===== src/rtl/jtag_multichain_player_if.sv =====
// Signal bundle between the vector/capture RAMs, the CPU-side control and the JTAG pins.
// The player itself connects through the slave modport.
interface jtag_multichain_player_if #(
  parameter int CHAINS    = 2,
  parameter int A_WIDTH   = 12,
  parameter int DIV_WIDTH = 16,
  parameter int REP_WIDTH = 16
);
  logic                   start;
  logic                   abort;
  logic [A_WIDTH-1:0]     vector_start;
  logic [A_WIDTH-1:0]     vector_end;
  logic [REP_WIDTH-1:0]   repeat_count;
  logic [DIV_WIDTH-1:0]   tck_half;
  logic [A_WIDTH-1:0]     adc_start_index;
  logic [A_WIDTH-1:0]     vec_addr;
  logic [2*CHAINS-1:0]    vec_rd_data;
  logic [A_WIDTH-1:0]     cap_addr;
  logic                   cap_we;
  logic [CHAINS-1:0]      cap_wr_data;
  logic                   tck;
  logic [CHAINS-1:0]      tms;
  logic [CHAINS-1:0]      tdi;
  logic [CHAINS-1:0]      tdo_in;
  logic                   busy;
  logic                   done;
  logic                   aborted;
  logic                   adc_start;
  logic [REP_WIDTH-1:0]   pass_count;

  modport master (
    output start, abort, vector_start, vector_end, repeat_count, tck_half,
           adc_start_index, vec_rd_data, tdo_in,
    input  vec_addr, cap_addr, cap_we, cap_wr_data, tck, tms, tdi,
           busy, done, aborted, adc_start, pass_count
  );

  modport slave (
    input  start, abort, vector_start, vector_end, repeat_count, tck_half,
           adc_start_index, vec_rd_data, tdo_in,
    output vec_addr, cap_addr, cap_we, cap_wr_data, tck, tms, tdi,
           busy, done, aborted, adc_start, pass_count
  );
endinterface


===== src/rtl/jtag_multichain_player.sv =====
// Plays vector RAM words onto CHAINS parallel JTAG chains with a shared TCK,
// captures TDO per bit, repeats passes and raises an ADC trigger at one address.
module jtag_multichain_player #(
  parameter int CHAINS    = 2,
  parameter int A_WIDTH   = 12,
  parameter int DIV_WIDTH = 16,
  parameter int REP_WIDTH = 16
) (
  input logic                     clk,
  input logic                     reset_n,
  jtag_multichain_player_if.slave bus
);
  localparam int WORD_W = 2 * CHAINS;

  typedef enum logic [2:0] {S_IDLE, S_FETCH, S_LOAD, S_LOW, S_HIGH, S_END} state_t;

  state_t               state_q, state_d;
  logic [A_WIDTH-1:0]   start_q, end_q, adc_idx_q, bit_addr;
  logic [REP_WIDTH-1:0] rep_q;
  logic [DIV_WIDTH-1:0] half_q, div_cnt;
  logic [WORD_W-1:0]    shadow_p1, next_word;
  logic                 fetch_vld_p0, fetch_vld_p1;
  logic                 cap_vld_p0;
  logic [CHAINS-1:0]    tdo_p0;
  logic [A_WIDTH-1:0]   cap_addr_p0;
  logic                 accept, kill, to_low, to_high, pass_end, div_zero;
  logic [REP_WIDTH:0]   pass_next, rep_eff;

  function automatic logic [REP_WIDTH-1:0] sat_inc(input logic [REP_WIDTH-1:0] v);
    return (&v) ? v : v + REP_WIDTH'(1);
  endfunction

  function automatic logic [A_WIDTH-1:0] next_addr(input logic [A_WIDTH-1:0] a,
                                                   input logic [A_WIDTH-1:0] last,
                                                   input logic [A_WIDTH-1:0] first);
    return (a == last) ? first : a + A_WIDTH'(1);
  endfunction

  function automatic logic [CHAINS-1:0] pick_tms(input logic [WORD_W-1:0] w);
    logic [CHAINS-1:0] r;
    for (int k = 0; k < CHAINS; k++) r[k] = w[2*k];
    return r;
  endfunction

  function automatic logic [CHAINS-1:0] pick_tdi(input logic [WORD_W-1:0] w);
    logic [CHAINS-1:0] r;
    for (int k = 0; k < CHAINS; k++) r[k] = w[2*k+1];
    return r;
  endfunction

  assign div_zero  = (div_cnt == '0);
  assign pass_next = {1'b0, bus.pass_count} + (REP_WIDTH+1)'(1);
  assign rep_eff   = (rep_q == '0) ? (REP_WIDTH+1)'(1) : {1'b0, rep_q};
  // Prefetched word arrives from RAM in the same cycle it is needed when tck_half is 0.
  assign next_word = (state_q == S_LOAD || fetch_vld_p1) ? bus.vec_rd_data : shadow_p1;

  always_ff @(posedge clk) begin
    if (!reset_n) state_q <= S_IDLE;
    else          state_q <= state_d;
  end

  always_comb begin
    state_d  = state_q;
    accept   = 1'b0;
    kill     = 1'b0;
    to_low   = 1'b0;
    to_high  = 1'b0;
    pass_end = 1'b0;
    case (state_q)
      S_IDLE: if (bus.start && !bus.abort) begin
        state_d = S_FETCH;
        accept  = 1'b1;
      end
      S_FETCH: state_d = S_LOAD;
      S_LOAD: begin
        state_d = S_LOW;
        to_low  = 1'b1;
      end
      S_LOW: if (div_zero) begin
        state_d = S_HIGH;
        to_high = 1'b1;
      end
      S_HIGH: if (div_zero) begin
        pass_end = (bit_addr == end_q);
        if (pass_end && pass_next >= rep_eff) begin
          state_d = S_END;
        end else begin
          state_d = S_LOW;
          to_low  = 1'b1;
        end
      end
      S_END: state_d = S_IDLE;
      default: state_d = S_IDLE;
    endcase
    if (bus.abort && state_q != S_IDLE) begin
      state_d  = S_IDLE;
      kill     = 1'b1;
      to_low   = 1'b0;
      to_high  = 1'b0;
      pass_end = 1'b0;
    end
  end

  // p0: control and pin outputs; p1 flags the cycle the prefetched word is on vec_rd_data
  always_ff @(posedge clk) begin
    if (!reset_n) begin
      bus.tck         <= 1'b0;
      bus.tms         <= '1;
      bus.tdi         <= '0;
      bus.busy        <= 1'b0;
      bus.done        <= 1'b0;
      bus.aborted     <= 1'b0;
      bus.adc_start   <= 1'b0;
      bus.cap_we      <= 1'b0;
      bus.vec_addr    <= '0;
      bus.cap_addr    <= '0;
      bus.cap_wr_data <= '0;
      bus.pass_count  <= '0;
      fetch_vld_p0    <= 1'b0;
      fetch_vld_p1    <= 1'b0;
      cap_vld_p0      <= 1'b0;
      div_cnt         <= '0;
    end else begin
      bus.tck       <= (state_d == S_HIGH);
      bus.busy      <= (state_d == S_FETCH) || (state_d == S_LOAD) ||
                       (state_d == S_LOW)   || (state_d == S_HIGH);
      bus.done      <= (state_d == S_END);
      bus.adc_start <= to_low && (bus.vec_addr == adc_idx_q);
      fetch_vld_p0  <= to_low;
      fetch_vld_p1  <= fetch_vld_p0;
      cap_vld_p0    <= to_high;
      bus.cap_we    <= cap_vld_p0 && !kill;
      if (cap_vld_p0) begin
        bus.cap_addr    <= cap_addr_p0;
        bus.cap_wr_data <= tdo_p0;
      end
      if (accept) begin
        bus.aborted    <= 1'b0;
        bus.pass_count <= '0;
        bus.vec_addr   <= bus.vector_start;
      end else if (kill || (state_q == S_IDLE && bus.start && bus.abort)) begin
        bus.aborted <= 1'b1;
      end
      if (pass_end) bus.pass_count <= sat_inc(bus.pass_count);
      // vec_addr always runs one bit ahead of bit_addr
      if (to_low) begin
        bus.vec_addr <= next_addr(bus.vec_addr, end_q, start_q);
        bus.tms      <= pick_tms(next_word);
        bus.tdi      <= pick_tdi(next_word);
      end
      if (to_low || to_high)  div_cnt <= half_q;
      else if (!div_zero)     div_cnt <= div_cnt - DIV_WIDTH'(1);
    end
  end

  // p0: configuration, current-bit address, TDO sample; p1: prefetch shadow
  always_ff @(posedge clk) begin
    if (accept) begin
      start_q   <= bus.vector_start;
      end_q     <= bus.vector_end;
      rep_q     <= bus.repeat_count;
      half_q    <= bus.tck_half;
      adc_idx_q <= bus.adc_start_index;
    end
    if (to_low)       bit_addr  <= bus.vec_addr;
    if (fetch_vld_p1) shadow_p1 <= bus.vec_rd_data;
    if (to_high) begin
      tdo_p0      <= bus.tdo_in;
      cap_addr_p0 <= bit_addr;
    end
  end
endmodule

===== src/flat_wrapper.sv =====
// flat-port wrapper written by rule: the top's interface ports become plain ports
module jtag_multichain_player_flat 
#(
  parameter int CHAINS    = 2,
  parameter int A_WIDTH   = 12,
  parameter int DIV_WIDTH = 16,
  parameter int REP_WIDTH = 16
)
  (clk, reset_n, bus_start, bus_abort, bus_vector_start, bus_vector_end, bus_repeat_count, bus_tck_half, bus_adc_start_index, bus_vec_rd_data, bus_tdo_in, bus_vec_addr, bus_cap_addr, bus_cap_we, bus_cap_wr_data, bus_tck, bus_tms, bus_tdi, bus_busy, bus_done, bus_aborted, bus_adc_start, bus_pass_count);
  jtag_multichain_player_if #(.CHAINS(CHAINS), .A_WIDTH(A_WIDTH), .DIV_WIDTH(DIV_WIDTH), .REP_WIDTH(REP_WIDTH)) bus_i ();
  input logic clk;
  input logic reset_n;
  input wire logic [$bits(bus_i.start)-1:0] bus_start;
  input wire logic [$bits(bus_i.abort)-1:0] bus_abort;
  input wire logic [$bits(bus_i.vector_start)-1:0] bus_vector_start;
  input wire logic [$bits(bus_i.vector_end)-1:0] bus_vector_end;
  input wire logic [$bits(bus_i.repeat_count)-1:0] bus_repeat_count;
  input wire logic [$bits(bus_i.tck_half)-1:0] bus_tck_half;
  input wire logic [$bits(bus_i.adc_start_index)-1:0] bus_adc_start_index;
  input wire logic [$bits(bus_i.vec_rd_data)-1:0] bus_vec_rd_data;
  input wire logic [$bits(bus_i.tdo_in)-1:0] bus_tdo_in;
  output wire logic [$bits(bus_i.vec_addr)-1:0] bus_vec_addr;
  output wire logic [$bits(bus_i.cap_addr)-1:0] bus_cap_addr;
  output wire logic [$bits(bus_i.cap_we)-1:0] bus_cap_we;
  output wire logic [$bits(bus_i.cap_wr_data)-1:0] bus_cap_wr_data;
  output wire logic [$bits(bus_i.tck)-1:0] bus_tck;
  output wire logic [$bits(bus_i.tms)-1:0] bus_tms;
  output wire logic [$bits(bus_i.tdi)-1:0] bus_tdi;
  output wire logic [$bits(bus_i.busy)-1:0] bus_busy;
  output wire logic [$bits(bus_i.done)-1:0] bus_done;
  output wire logic [$bits(bus_i.aborted)-1:0] bus_aborted;
  output wire logic [$bits(bus_i.adc_start)-1:0] bus_adc_start;
  output wire logic [$bits(bus_i.pass_count)-1:0] bus_pass_count;
  assign bus_i.start = bus_start;
  assign bus_i.abort = bus_abort;
  assign bus_i.vector_start = bus_vector_start;
  assign bus_i.vector_end = bus_vector_end;
  assign bus_i.repeat_count = bus_repeat_count;
  assign bus_i.tck_half = bus_tck_half;
  assign bus_i.adc_start_index = bus_adc_start_index;
  assign bus_i.vec_rd_data = bus_vec_rd_data;
  assign bus_i.tdo_in = bus_tdo_in;
  assign bus_vec_addr = bus_i.vec_addr;
  assign bus_cap_addr = bus_i.cap_addr;
  assign bus_cap_we = bus_i.cap_we;
  assign bus_cap_wr_data = bus_i.cap_wr_data;
  assign bus_tck = bus_i.tck;
  assign bus_tms = bus_i.tms;
  assign bus_tdi = bus_i.tdi;
  assign bus_busy = bus_i.busy;
  assign bus_done = bus_i.done;
  assign bus_aborted = bus_i.aborted;
  assign bus_adc_start = bus_i.adc_start;
  assign bus_pass_count = bus_i.pass_count;
  jtag_multichain_player #(.CHAINS(CHAINS), .A_WIDTH(A_WIDTH), .DIV_WIDTH(DIV_WIDTH), .REP_WIDTH(REP_WIDTH)) u_core (.clk(clk), .reset_n(reset_n), .bus(bus_i));
endmodule

===== config.mk =====
export PLATFORM = sky130hd
export DESIGN_NAME = jtag_multichain_player_flat
export DESIGN_NICKNAME = d
export VERILOG_FILES = /design/src/rtl/jtag_multichain_player_if.sv /design/src/rtl/jtag_multichain_player.sv /design/src/flat_wrapper.sv
export SDC_FILE = /design/constraint.sdc
export NUM_CORES = 1
export LEC_CHECK = 0
export CAP_MARGIN = 0
export CORE_ASPECT_RATIO = 1.1
export CORE_MARGIN = 2
export CORE_UTILIZATION = 45
export CTS_CLUSTER_DIAMETER = 80
export DETAILED_ROUTE_END_ITERATION = 12
export PLACE_DENSITY_LB_ADDON = 0.2
export SLEW_MARGIN = 5
export SYNTH_ARGS = -nofsm -noshare
export SYNTH_HDL_FRONTEND = slang
export SYNTH_SLANG_ARGS = --single-unit

===== constraint.sdc =====
create_clock -name clk -period 4.2 [get_ports clk]
set_input_delay 0.84 -clock clk [delete_from_list [all_inputs] [get_ports clk]]
set_output_delay 0.84 -clock clk [all_outputs]
set_load 0.01 [all_outputs]

# Yosys cells after proc, flatten, opt, wreduce, memory -nomap -nowiden
# Cells that the tools add are included.
# word_totals
ff_bits	172
input_bits	78
output_inout_bits	52
# op_classes
addsub	4
magnitude_cmp	1
n_eq_ne	14
muxes	29
bitwise	1
reduce_logical	24
# op_table
cell	count
$mux 16	6
$eq 12x12->1	3
$mux 12	3
$logic_not 16->1	2
$add 16x1->17 const B	1
$ge 17x17->1	1
$add 16x1->16 const B	1
$reduce_and 16->1	1
$sub 16x1->16 const B	1
$mux 3	5
$pmux 3 s5	1
$add 12x1->12 const B	1
$eq 3x2->1 const B	4
$mux 1	12
$eq 3x3->1 const B	3
$logic_and 1x1->1	7
$eq 3x1->1 const B	2
$logic_or 1x1->1	6
$mux 4	1
$ne 2x2->1 const B	2
$reduce_bool 2->1	2
$logic_not 3->1	1
$reduce_bool 3->1	1
$logic_not 1->1	2
4 further kinds	4

# Longest topological paths before layout
# Gate-level depths: netlist of the first run.
# logic_depth
depth_word	12
ltp_mapped	14
depth_no_buf	13

# Worst setup path before layout of the first run
# OpenSTA, ideal clock, no wires.
# synth_path
path_type	input to register
start	in bus_abort
end	reg u_core.bus.vec_addr[6]
setup_ns	0.088
t_arrival_ns	4.076
required_ns	4.112
slack_ns	0.035
cell_stages	6
n_path_buf	1
cell_sequence	nor3_1 -> nand3b_1 -> clkinv_1 -> clkbuf_1 -> nand2_1 -> a311oi_2
# synth_via
elab_chain_cells	5
elab_cells_between_ends	8
# synth_rtl
item	line	rtl
start, declared	flat_wrapper.sv:14	input wire logic [$bits(bus_i.abort)-1:0] bus_abort;
$logic_not 1->1	jtag_multichain_player.sv:70	S_IDLE: if (bus.start && !bus.abort) begin
$logic_and 1x1->1	jtag_multichain_player.sv:70	
$mux 1	jtag_multichain_player.sv:70	
$mux 1	jtag_multichain_player.sv:69	case (state_q)
via u_core.accept	jtag_multichain_player.sv:26	logic accept, kill, to_low, to_high, pass_end, div_zero;
$reduce_bool 2->1 (no line)	n/a	
end signal, assigned	jtag_multichain_player.sv:140	bus.vec_addr <= bus.vector_start;
end signal, assigned	jtag_multichain_player.sv:147	bus.vec_addr <= next_addr(bus.vec_addr, end_q, start_q);
end, declared	jtag_multichain_player_if.sv:41	output vec_addr, cap_addr, cap_we, cap_wr_data, tck, tms, tdi,
# The timed path passes the listed nets, and every way through them passes these cells.
# A chain may end at the register's enable or synchronous reset.

# Worst setup path after layout of the first run
# layout_path
start	reg u_core.bus.pass_count[0] in the netlist's numbering
end	reg u_core.bit_addr[10] (enable)
# layout_via
elab_chain_cells	7
# layout_rtl
item	line	rtl
start, declared	jtag_multichain_player_if.sv:42	busy, done, aborted, adc_start, pass_count
start signal, assigned	jtag_multichain_player.sv:144	if (pass_end) bus.pass_count <= sat_inc(bus.pass_count);
$add 16x1->17	jtag_multichain_player.sv:52	assign pass_next = {1'b0, bus.pass_count} + (REP_WIDTH+1)'(1);
$ge 17x17->1	jtag_multichain_player.sv:85	if (pass_end && pass_next >= rep_eff) begin
$logic_and 1x1->1	jtag_multichain_player.sv:85	
$mux 1	jtag_multichain_player.sv:85	
$mux 1	jtag_multichain_player.sv:83	S_HIGH: if (div_zero) begin
$pmux 1 s2	jtag_multichain_player.sv:69	
$mux 1	jtag_multichain_player.sv:95	if (bus.abort && state_q != S_IDLE) begin
via u_core.to_low	jtag_multichain_player.sv:26	
end signal, assigned	jtag_multichain_player.sv:165	if (to_low) bit_addr <= bus.vec_addr;
end, declared	jtag_multichain_player.sv:18	logic [A_WIDTH-1:0] start_q, end_q, adc_idx_q, bit_addr;
# The timed path passes the listed nets, and every way through them passes these cells.

==> load_flow_metrics.sql, run 1 <==
INSERT INTO impl_metrics (metric_group, metric, value, unit) VALUES
('yosys', 'synth_top_family_by_area', 'simple AND/OR/NAND/NOR gates', ''),
('grt', 'via_count_of_the_first_global_routing_pass', '5581', ''),
('timing', 'fin_tns_setup', '0', 'ps'),
('finish', 'footprint_of_the_multi_input_gates', '0.00318', 'mm2'),
('die', 'die-height', '142', 'um'),
('clocking', 'cts.clk_slew.worst_paths', '60', 'ps'),
('setup_path', 'cp_data_arrival_time', '3890', 'ps'),
('yosys', 'syn_area_per_cell', '11.4', 'um2'),
('placement', 'place.detailed.hpwl', '13300', 'um'),
('die', 'core_area', '0.0170', 'mm2'),
('timing', 'slew_viol_final', '0', ''),
('route', 'vias', '5687', ''),
('clocking', 'post_cts.repair.setup_buffers', '0', ''),
('timing', 'final.period_utilization', '0.898', ''),
('flow_run', 'cap_viol_max_count', '0', ''),
('setup_path', 'r2r_start', 'u_core.bus.pass_count[0]', ''),
('clocking', 'tritoncts', 'built', ''),
('grt', 'grt_antenna_before_repair', '0', ''),
('yosys', 'netlist_instances', '687', ''),
('route', 'dr.first_iter.drc_count', '374', ''),
('yosys', 'synth.top_cells.by_area', 'edfxtp_1 (38%), dfxtp_1 (19%), xor2_1 (4.6%)', ''),
('setup_path', 'cp_slowest_cell', 'and4_1', ''),
('yosys', 'synth_seq_cells', '172', ''),
('clocking', 'cts.repair.resized', '0', ''),
('yosys', 'synth_top_flop_cell', 'edfxtp_1', ''),
('setup_path', 'crit_start', 'u_core.bus.pass_count[0]', ''),
('clocking', 'cts-hold-fix-buffers', '0', ''),
('setup_path', 'crit_path_max_fanout', '15', ''),
('clocking', 'cts_buffers', '17', ''),
('yosys', 'synthesis.nets', '784', ''),
('yosys', 'mux_share_of_post_synthesis_cell_area', '0.0504', ''),
('yosys', 'synthSimpleGateAreaFrac', '0.150', ''),
('setup_path', 'worst_setup_path_start_kind', 'flip-flop', ''),
('yosys', 'yosys.area.top_type', 'edfxtp_1', ''),
('timing', 'final-hold-violation-count', '0', ''),
('route', 'route.detailed.vias_per_inst', '5.36', ''),
('setup_path', 'timing.critical_path.max_delay_family', 'simple AND/OR/NAND/NOR gates', ''),
('route', 'route.detailed.drc', '0', ''),
('setup_path', 'capture_point_of_the_critical_path', 'u_core.bit_addr[10]', ''),
('clocking', 'clkSinkCount', '172', ''),
('timing', 'clock.fmax', '0.265', 'GHz'),
('route', 'detail_route.wl_per_cell', '17.5', 'um'),
('setup_path', 'worst_r2r_end', 'u_core.bit_addr[10]', ''),
('finish', 'drive_gt1_frac', '0.0919', ''),
('outcome', 'run_status', 'finished, final reports clean', ''),
('die', 'die-area', '0.0185', 'mm2'),
('finish', 'n_antenna_cell', '0', ''),
('die', 'die-width', '130', 'um'),
('power_and_ir_drop', 'power_density', '449', 'mW/mm2'),
('yosys', 'netlist.area_leader.share', '0.376', ''),
('grt', 'total_global_routing_overflow', '0', ''),
('timing', 'finalSetupViolations', '0', ''),
('timing', 'finalCriticalPeriod', '3770', 'ps'),
('setup_path', 'timing.critical_path.buf_inv', '2', ''),
('clocking', 'cts_max_path_buffers', '2', ''),
('route', 'dr.pass1.iters', '7', ''),
('hold_path', 'worstHoldPathType', 'flip-flop to flip-flop', ''),
('placement', 'dpl_worst_slack', '450', 'ps'),
('yosys', 'synthArstFlopShare', '0', ''),
('yosys', 'synthAdderAreaFrac', '0.0304', ''),
('finish', 'fin_nets', '911', ''),
('yosys', 'synth-edff-count', '98', ''),
('setup_path', 'cp_cell_sequence', 'ha_1 -> nand4_1 -> nor2_1 -> and4_1 -> xor2_1 -> ha_1 -> nand4_1 -> nor3_1 -> a221oi_1 -> and4_1 -> nor2_4 -> inv_1 -> buf_4', ''),
('grt', 'pin_count_of_the_biggest_net_entering_global_routing', '68', ''),
('yosys', 'synth-compound-area-share', '0.0953', ''),
('setup_path', 'timing.critical_path.slowest_cell_delay', '450', 'ps'),
('timing', 'timing.max_slew.rel_slack', '0.364', ''),
('yosys', 'synth-seq-area-share', '0.565', ''),
('setup_path', 'setup.reg_to_reg.worst_slack', '430', 'ps'),
('timing', 'fin_worst_skew', '8.90', 'ps'),
('finish', 'final_core_util', '0.584', '');
stage by stage:
stage / hold slack [ps] / power, mW / area, um2 / cells
global route: 458 / 4.68 / 9930 / 1061
finish: 433 / 4.46 / 9930 / 1061
detailed placement: 418 / 2.96 / 9350 / 1029
CTS: 433 / 4.50 / 9930 / 1061
global placement: 415 / 2.94 / 9350 / 1029
floorplan: 412 / 2.68 / 7820 / 687
cell usage in the layout (no fill, tap or decap), drive strengths merged, types with 27 or more instances in the layout:
cell	synthesis	final
mux2i	27	27
inv	23	28
nor2	40	40
xor2	41	41
xnor2	30	30
a21oi	36	36
clkdlybuf4s50	0	129
dfxtp	74	74
edfxtp	98	98
nand2	72	72
layout make-up:
class / count / area share
flip-flops and latches: 172 / 0.445
multi-input cells: 461 / 0.320
repair buffers: 138 / 0.138
clock buffers: 19 / 0.0446
well taps: 234 / 0.0295
clock inverters: 13 / 0.0137
inverters: 24 / 0.00907
cell families (layout without fill, tap and decap cells):
logic type | Yosys count | in the layout
buffers and inverters | 54 | 194
xor gates and xnor gates | 71 | 71
DFF | 172 | 172
AOI/OAI and AO/OA | 105 | 105
muxes | 38 | 38
and+or+nand+nor | 228 | 228
adders and majority gates | 19 | 19
worst min-delay path by stage:
stage	slack (ps)	from	endpoint	cells after the start
final	430	u_core.fetch_vld_p0	u_core.fetch_vld_p1	1
after global routing	460	u_core.fetch_vld_p0	u_core.fetch_vld_p1	1
after CTS	430	u_core.fetch_vld_p0	u_core.fetch_vld_p1	1
after detailed placement	420	u_core.fetch_vld_p0	u_core.fetch_vld_p1	1
after global placement	420	u_core.fetch_vld_p0	u_core.fetch_vld_p1	1
after floorplan	410	u_core.fetch_vld_p0	u_core.fetch_vld_p1	1
power breakdown:
group / internal, mW / switching (mW) / leakage (nW) / total, mW
combinational: 0.404 / 0.457 / 1.82 / 0.861
clock: 0.848 / 0.682 / 0.284 / 1.53
sequential: 1.93 / 0.147 / 1.51 / 2.07
total: 3.18 / 1.29 / 3.62 / 4.46
Yosys cell counts (2+ instances only):
library cell,number
a21oi_1,36
a211o_1,2
dfxtp_1,74
nor2b_1,4
a311oi_1,5
and3_1,11
and4_1,5
nor3_1,18
o211ai_1,7
o221a_2,3
clkbuf_1,22
nand3_1,22
a311oi_2,8
nand3b_1,3
nor2_1,39
buf_6,2
xnor2_1,30
a211oi_1,8
nor4_1,17
edfxtp_1,98
o21ai_0,16
or3_1,5
nand2_1,72
ha_1,19
inv_2,2
and2_1,3
nand4_1,11
nor3_2,2
nor3b_1,2
xor2_1,41
nand2b_1,4
buf_2,5
or4_1,2
mux2i_1,27
mux2_2,11
a22oi_1,2
inv_1,21
a31oi_1,7
sequential cells by signal, indices dropped and copies added, names as in the netlist, 2 cells and up:
name                    cells
u_core.bus.cap_addr        12
u_core.bus.cap_wr_data      2
u_core.bus.tdi              2
u_core.tdo_p0               2
u_core.div_cnt             16
u_core.bus.vec_addr        12
u_core.bus.pass_count      16
u_core.rep_q               16
u_core.half_q              16
u_core.state_q              3
u_core.start_q             12
u_core.adc_idx_q           12
u_core.cap_addr_p0         12
u_core.bit_addr            12
u_core.bus.tms              2
u_core.end_q               12
u_core.shadow_p1            4
per-layer routing:
metal  vias to the layer above  part of all wire  global-route usage
met5                         -                 0                   0
met4                         0             0.015              0.0736
met3                        18             0.047              0.0342
li1                       2776                 -                   -
met2                       177              0.49               0.346
met1                      2716              0.44               0.270
Note: power is estimated with default switching activity, not from simulation.
==> run 2: changes to the inputs <==
--- a/config.mk
+++ b/config.mk
@@ -9,8 +9,10 @@
 export CORE_ASPECT_RATIO = 1.1
 export CORE_MARGIN = 2
 export CORE_UTILIZATION = 45
+export CTS_BUF_LIST = sky130_fd_sc_hd__clkbuf_8
 export CTS_CLUSTER_DIAMETER = 80
 export DETAILED_ROUTE_END_ITERATION = 12
+export GPL_TIMING_DRIVEN = 0
 export PLACE_DENSITY_LB_ADDON = 0.2
 export SLEW_MARGIN = 5
 export SYNTH_ARGS = -nofsm -noshare
==> load_flow_metrics.sql, run 2 (synthesized netlist as in run 1, its figures left out) <==
INSERT INTO impl_metrics (metric_group, metric, value, unit) VALUES
('outcome', 'run_status', 'finished, final reports clean', ''),
('clocking', 'tritoncts', 'built', ''),
('power_and_ir_drop', 'peakVddDrop', '0.251', 'mV'),
('die', 'die-width', '130', 'um'),
('route', 'dr.first_iter.drc_count', '421', ''),
('timing', 'clock.fmax', '0.263', 'GHz'),
('setup_path', 'crit_path_max_fanout', '15', ''),
('die', 'io_pins', '130', ''),
('timing', 'finalCriticalPeriod', '3800', 'ps'),
('setup_path', 'setup.reg_to_reg.worst_slack', '400', 'ps'),
('grt', 'grt_use_total', '0.210', ''),
('placement', 'place.detailed.hpwl', '13800', 'um'),
('finish', 'drive_gt1_frac', '0.0919', ''),
('finish', 'fin_nets', '933', ''),
('timing', 'finalSetupViolations', '0', ''),
('clocking', 'cts.htree.levels', '4', ''),
('grt', 'total_global_routing_overflow', '0', ''),
('route', 'wl', '19100', 'um'),
('route', 'route.detailed.drc', '0', ''),
('clocking', 'cts_buffers', '17', ''),
('route', 'detail_route.wl_per_cell', '17.6', 'um'),
('setup_path', 'worst_setup_path_start_kind', 'flip-flop', ''),
('setup_path', 'critPathKind', 'flip-flop to flip-flop', ''),
('placement', 'dp.cells', '1051', ''),
('placement', 'numPortBuffers', '129', ''),
('timing', 'timing.max_slew.rel_slack', '0.435', ''),
('timing', 'max_slew.worst_pin.slew', '848', 'ps'),
('finish', 'filler_instances', '1437', ''),
('setup_path', 'timing.critical_path.to_type', 'flip-flop', ''),
('route', 'route.detailed.vias_per_inst', '5.44', ''),
('timing', 'final.period_utilization', '0.906', ''),
('clocking', 'clkSinkCount', '172', ''),
('clocking', 'root_buffer', 'clkbuf_8', ''),
('finish', 'final_common_cell', 'clkdlybuf4s50_1', ''),
('route', 'antenna_violating_nets_post_route', '0', ''),
('die', 'rows', '50', ''),
('finish', 'layout_common_cells', 'clkdlybuf4s50_1 (129), edfxtp_1 (98), dfxtp_1 (74)', ''),
('die', 'die-height', '142', 'um'),
('hold_path', 'worstHoldPathType', 'flip-flop to flip-flop', ''),
('setup_path', 'cp_data_required_time', '4350', 'ps'),
('timing', 'fin_tns_setup', '0', 'ps'),
('grt', 'grt_first_pass_wirelength', '29900', 'um'),
('power_and_ir_drop', 'power_density', '445', 'mW/mm2'),
('route', 'vias', '5887', ''),
('placement', 'place.gp.congestion', '0.932', ''),
('clocking', 'cts.clk_slew.worst_paths', '90', 'ps'),
('die', 'core_area', '0.0170', 'mm2'),
('flow_run', 'cap_viol_max_count', '0', ''),
('die', 'die-area', '0.0185', 'mm2'),
('timing', 'final-hold-violation-count', '0', ''),
('finish', 'syn_to_final_growth', '27.3', '%'),
('timing', 'slew_viol_final', '0', ''),
('grt', 'pin_count_of_the_biggest_net_entering_global_routing', '59', ''),
('finish', 'layout.cells.non_filler', '1083', ''),
('clocking', 'cts-hold-fix-buffers', '0', ''),
('clocking', 'cts_max_path_buffers', '2', ''),
('finish', 'n_antenna_cell', '0', ''),
('grt', 'via_count_of_the_first_global_routing_pass', '5815', ''),
('die', 'start_util', '0.460', ''),
('power_and_ir_drop', 'cellLeakagePower', '3.60', 'nW'),
('clocking', 'clk_latency', '470', 'ps'),
('timing', 'grt_setup_unrepaired', 'no', ''),
('timing', 'fin_worst_skew', '10.1', 'ps'),
('grt', 'grt_antenna_before_repair', '0', ''),
('setup_path', 'cp_data_arrival_time', '3950', 'ps'),
('route', 'dr.pass1.iters', '5', '');
-- run 2: changes by cell type in the layout (fill, tap and decap cells not counted), moves of 2 or more --
cell       previous run  this run
clkbuf_8              1        17
buf_4                 8         0
clkbuf_1              1        21
clkbuf_16            17         0
bufinv_16             1         7
buf_2                 0         5
buf_6                 0         2
inv_6                 1         5
clkinv_2              2         0
clkinv_4              4         1
-- run 2: path summary, 6_finish.rpt --
kind	from	to	depth (start not counted)
min reg2reg	u_core.fetch_vld_p0	u_core.fetch_vld_p1	1
min	u_core.fetch_vld_p0	u_core.fetch_vld_p1	1
max reg2reg	u_core.bus.pass_count[0]	u_core.bit_addr[8]	13
max	u_core.bus.pass_count[0]	u_core.bit_addr[8]	13
-- run 2: power by group --
part           internal [mW]  total [mW]  leakage [nW]  switching (mW)
Combinational          0.409       0.898          1.83           0.489
Clock                  0.842        1.49         0.258           0.643
Sequential              1.92        2.05          1.51           0.128
-- run 2: metal layers --
layer	up-vias	routed length (um)	GRT usage
met2	207	9180	0.343
met1	2827	8230	0.267
met5	-	0	0
met3	36	1150	0.0538
li1	2817	-	-
met4	0	501	0.0838
-- run 2: what timing repair did --
item                       CTS  global route
setup endpoints to repair    0            28
buffers inserted             0             0
gates resized for setup      0             2
-- run 2: layout make-up --
cell class                 instances  area, um2  area share
tap                              234        293      0.0294
sequential                       172       4420       0.444
clock buffer                      17        234      0.0235
buffer                            30        138      0.0138
multi-input combinational        461       3180       0.319
inverter                          24       93.8     0.00942
timing repair buffer             130       1320       0.132
clock inverter                    15        280      0.0281
-- run 2: stage by stage --
step                      power [mW]  hold WS [ps]  setup slack, ps  utilization  area (um2)
after floorplan                 2.68           412             35.2            -        7820
after global placement          2.94           423            -1950        0.553        9410
after detailed placement        2.97           429             64.2        0.555        9440
after CTS                       4.45           455             27.2        0.585        9950
after global routing            4.63           486              101        0.585        9960
final                           4.43           454              397        0.585        9960
-- run 2: critical path, stage by stage, from the launching register on --
cell	delay, ps
dfxtp_1	500
ha_1	280
nand4_1	220
nor2_1	240
and4_1	230
xor2_1	200
ha_1	290
nand4_1	150
nor3_1	70
a221oi_1	500
and4_1	310
buf_6	140
nor2_4	60
clkinvlp_4	270
==> run 3: changes to the inputs <==
--- a/config.mk
+++ b/config.mk
@@ -12,7 +12,7 @@
 export CTS_BUF_LIST = sky130_fd_sc_hd__clkbuf_8
 export CTS_CLUSTER_DIAMETER = 80
 export DETAILED_ROUTE_END_ITERATION = 12
-export GPL_TIMING_DRIVEN = 0
+export GPL_TIMING_DRIVEN = 1
 export PLACE_DENSITY_LB_ADDON = 0.2
 export SLEW_MARGIN = 5
 export SYNTH_ARGS = -nofsm -noshare
==> load_flow_metrics.sql, run 3 (synthesized netlist as in run 1, its figures left out) <==
INSERT INTO impl_metrics (metric_group, metric, value, unit) VALUES
('route', 'dr.pass1.iters', '5', ''),
('die', 'start_util', '0.460', ''),
('outcome', 'run_status', 'finished, final reports clean', ''),
('setup_path', 'worst_setup_path_start_kind', 'flip-flop', ''),
('grt', 'grt_first_pass_wirelength', '29300', 'um'),
('setup_path', 'timing.critical_path.to_type', 'flip-flop', ''),
('route', 'wl', '18500', 'um'),
('power_and_ir_drop', 'power_density', '417', 'mW/mm2'),
('die', 'core_area', '0.0170', 'mm2'),
('grt', 'pin_count_of_the_biggest_net_entering_global_routing', '68', ''),
('route', 'route.detailed.drc', '0', ''),
('clocking', 'cts-hold-fix-buffers', '0', ''),
('clocking', 'cts.repair.resized', '0', ''),
('clocking', 'cts_buffers', '17', ''),
('route', 'antenna_violating_nets_post_route', '0', ''),
('die', 'die-height', '142', 'um'),
('clocking', 'cts.htree.levels', '4', ''),
('hold_path', 'hold_path_depth', '1', ''),
('timing', 'timing.max_slew.rel_slack', '0.363', ''),
('timing', 'fin_tns_setup', '0', 'ps'),
('clocking', 'clkSinkCount', '172', ''),
('placement', 'place.detailed.hpwl', '13300', 'um'),
('flow_run', 'cap_viol_max_count', '0', ''),
('hold_path', 'timing.hold.worst.start', 'u_core.fetch_vld_p0', ''),
('timing', 'final.period_utilization', '0.898', ''),
('finish', 'final_common_cell', 'clkdlybuf4s50_1', ''),
('clocking', 'cts.clk_slew.worst_paths', '90', 'ps'),
('grt', 'grt_use_total', '0.206', ''),
('setup_path', 'r2r_start', 'u_core.bus.pass_count[0]', ''),
('setup_path', 'crit_path_max_fanout', '15', ''),
('finish', 'drive_gt1_frac', '0.0919', ''),
('timing', 'slew_viol_final', '0', ''),
('power_and_ir_drop', 'total_power', '4.06', 'mW'),
('setup_path', 'ff2ff_path_depth', '14', ''),
('placement', 'place.gp.congestion', '0.850', ''),
('route', 'dr.first_iter.drc_count', '384', ''),
('die', 'die-width', '130', 'um'),
('hold_path', 'worstHoldPathType', 'flip-flop to flip-flop', ''),
('clocking', 'tritoncts', 'built', ''),
('power_and_ir_drop', 'cellLeakagePower', '3.53', 'nW'),
('timing', 'clock.fmax', '0.265', 'GHz'),
('route', 'route.detailed.vias_per_inst', '5.31', ''),
('finish', 'final-seq-area', '0.00442', 'mm2'),
('die', 'io_pins', '130', ''),
('clocking', 'cts_max_path_buffers', '2', ''),
('finish', 'layout_common_cells', 'clkdlybuf4s50_1 (129), edfxtp_1 (98), dfxtp_1 (74)', ''),
('finish', 'filler_instances', '1455', ''),
('setup_path', 'cp_data_required_time', '4560', 'ps'),
('timing', 'finalSetupViolations', '0', ''),
('setup_path', 'worst_r2r_end', 'u_core.bus.tdi[0]', ''),
('power_and_ir_drop', 'peakVddDrop', '0.274', 'mV'),
('clocking', 'root_buffer', 'clkbuf_8', ''),
('timing', 'fin_worst_skew', '15.4', 'ps'),
('grt', 'grt_antenna_before_repair', '0', ''),
('setup_path', 'cp_data_arrival_time', '4130', 'ps'),
('die', 'rows', '50', ''),
('clocking', 'clk_latency', '470', 'ps'),
('placement', 'numPortBuffers', '129', ''),
('timing', 'max_slew.worst_pin.slew', '956', 'ps'),
('grt', 'total_global_routing_overflow', '0', ''),
('clocking', 'post_cts.repair.setup_buffers', '0', ''),
('finish', 'final_core_util', '0.573', ''),
('finish', 'footprint_of_the_multi_input_gates', '0.00318', 'mm2'),
('route', 'vias', '5632', ''),
('setup_path', 'critPathKind', 'flip-flop to flip-flop', ''),
('finish', 'syn_to_final_growth', '24.5', '%'),
('die', 'die-area', '0.0185', 'mm2'),
('setup_path', 'setup.reg_to_reg.worst_slack', '430', 'ps'),
('timing', 'grt_setup_unrepaired', 'no', ''),
('hold_path', 'hold_critical_path_endpoint', 'u_core.fetch_vld_p1', ''),
('grt', 'via_count_of_the_first_global_routing_pass', '5581', ''),
('finish', 'n_antenna_cell', '0', ''),
('timing', 'finalCriticalPeriod', '3770', 'ps'),
('finish', 'fin_nets', '911', ''),
('route', 'detail_route.wl_per_cell', '17.4', 'um'),
('timing', 'final-hold-violation-count', '0', '');
## run 3: cell types whose count changed in the layout (fill, tap and decap cells not counted), sizes merged
cell    delta
clkbuf    -21
bufinv     -6
clkinv     +5
## run 3: worst max path at each step
| stage | startpoint | endpoint | slack [ps] | cells past startpoint |
|---|---|---|---|---|
| 2_1_floorplan | bus_abort | u_core.bus.vec_addr[6] | 40 | 6 |
| 3_5_place_dp | u_core.bus.pass_count[0] | u_core.bus.tdi[0] | 450 | 14 |
| 3_3_place_gp | u_core.bus.pass_count[0] | u_core.bit_addr[2] | 580 | 13 |
| 5_1_grt | u_core.bus.pass_count[0] | u_core.bus.tdi[0] | 100 | 14 |
| 4_1_cts | u_core.bus.pass_count[0] | u_core.bus.tdi[0] | 420 | 14 |
| 6_report | u_core.bus.pass_count[0] | u_core.bus.tdi[0] | 430 | 14 |
## run 3: worst max-delay path: stages, from the launching register on
cell      delay (ps)
dfxtp_1          420
ha_1             260
nand4_1          220
nor2_1           250
and4_1           230
xor2_1            90
ha_1             330
nand4_1          130
nor3_1           210
a221oi_1         150
and4_1           320
nor2_4           430
inv_1            140
buf_4            230
a311oi_1         250
## run 3: power breakdown
| group | switching (mW) | leakage (nW) | internal [mW] |
|---|---|---|---|
| Clock | 0.633 | 0.201 | 0.498 |
| Sequential | 0.147 | 1.51 | 1.92 |
| Combinational | 0.456 | 1.82 | 0.404 |
## run 3: area by class of cell
cell class              instances  area share
inverters                      24     0.00925
multi-input cells             461       0.326
clock inverters                14      0.0144
clock buffers                  18      0.0254
well taps                     234      0.0301
flip-flops and latches        172       0.454
repair buffers                138       0.141
## run 3: layer usage
| metal | global-route usage | wire length [um] | part of all wire | vias up |
|---|---|---|---|---|
| li1 | - | - | - | 2770 |
| met1 | 0.271 | 8190 | 0.44 | 2684 |
| met2 | 0.345 | 9140 | 0.50 | 159 |
| met3 | 0.0432 | 909 | 0.049 | 19 |
| met4 | 0.0538 | 226 | 0.012 | 0 |
| met5 | 0 | 0 | 0 | - |
## run 3: stage by stage
| stage | hold WS [ps] | instance area, um2 | setup slack [ps] | cells |
|---|---|---|---|---|
| floorplan | 412 | 7820 | 35.2 | 687 |
| detailed placement | 418 | 9350 | 450 | 1029 |
| CTS | 439 | 9740 | 420 | 1061 |
| global placement | 415 | 9350 | 576 | 1029 |
| finish | 437 | 9740 | 427 | 1061 |
| global route | 465 | 9740 | 95.2 | 1061 |
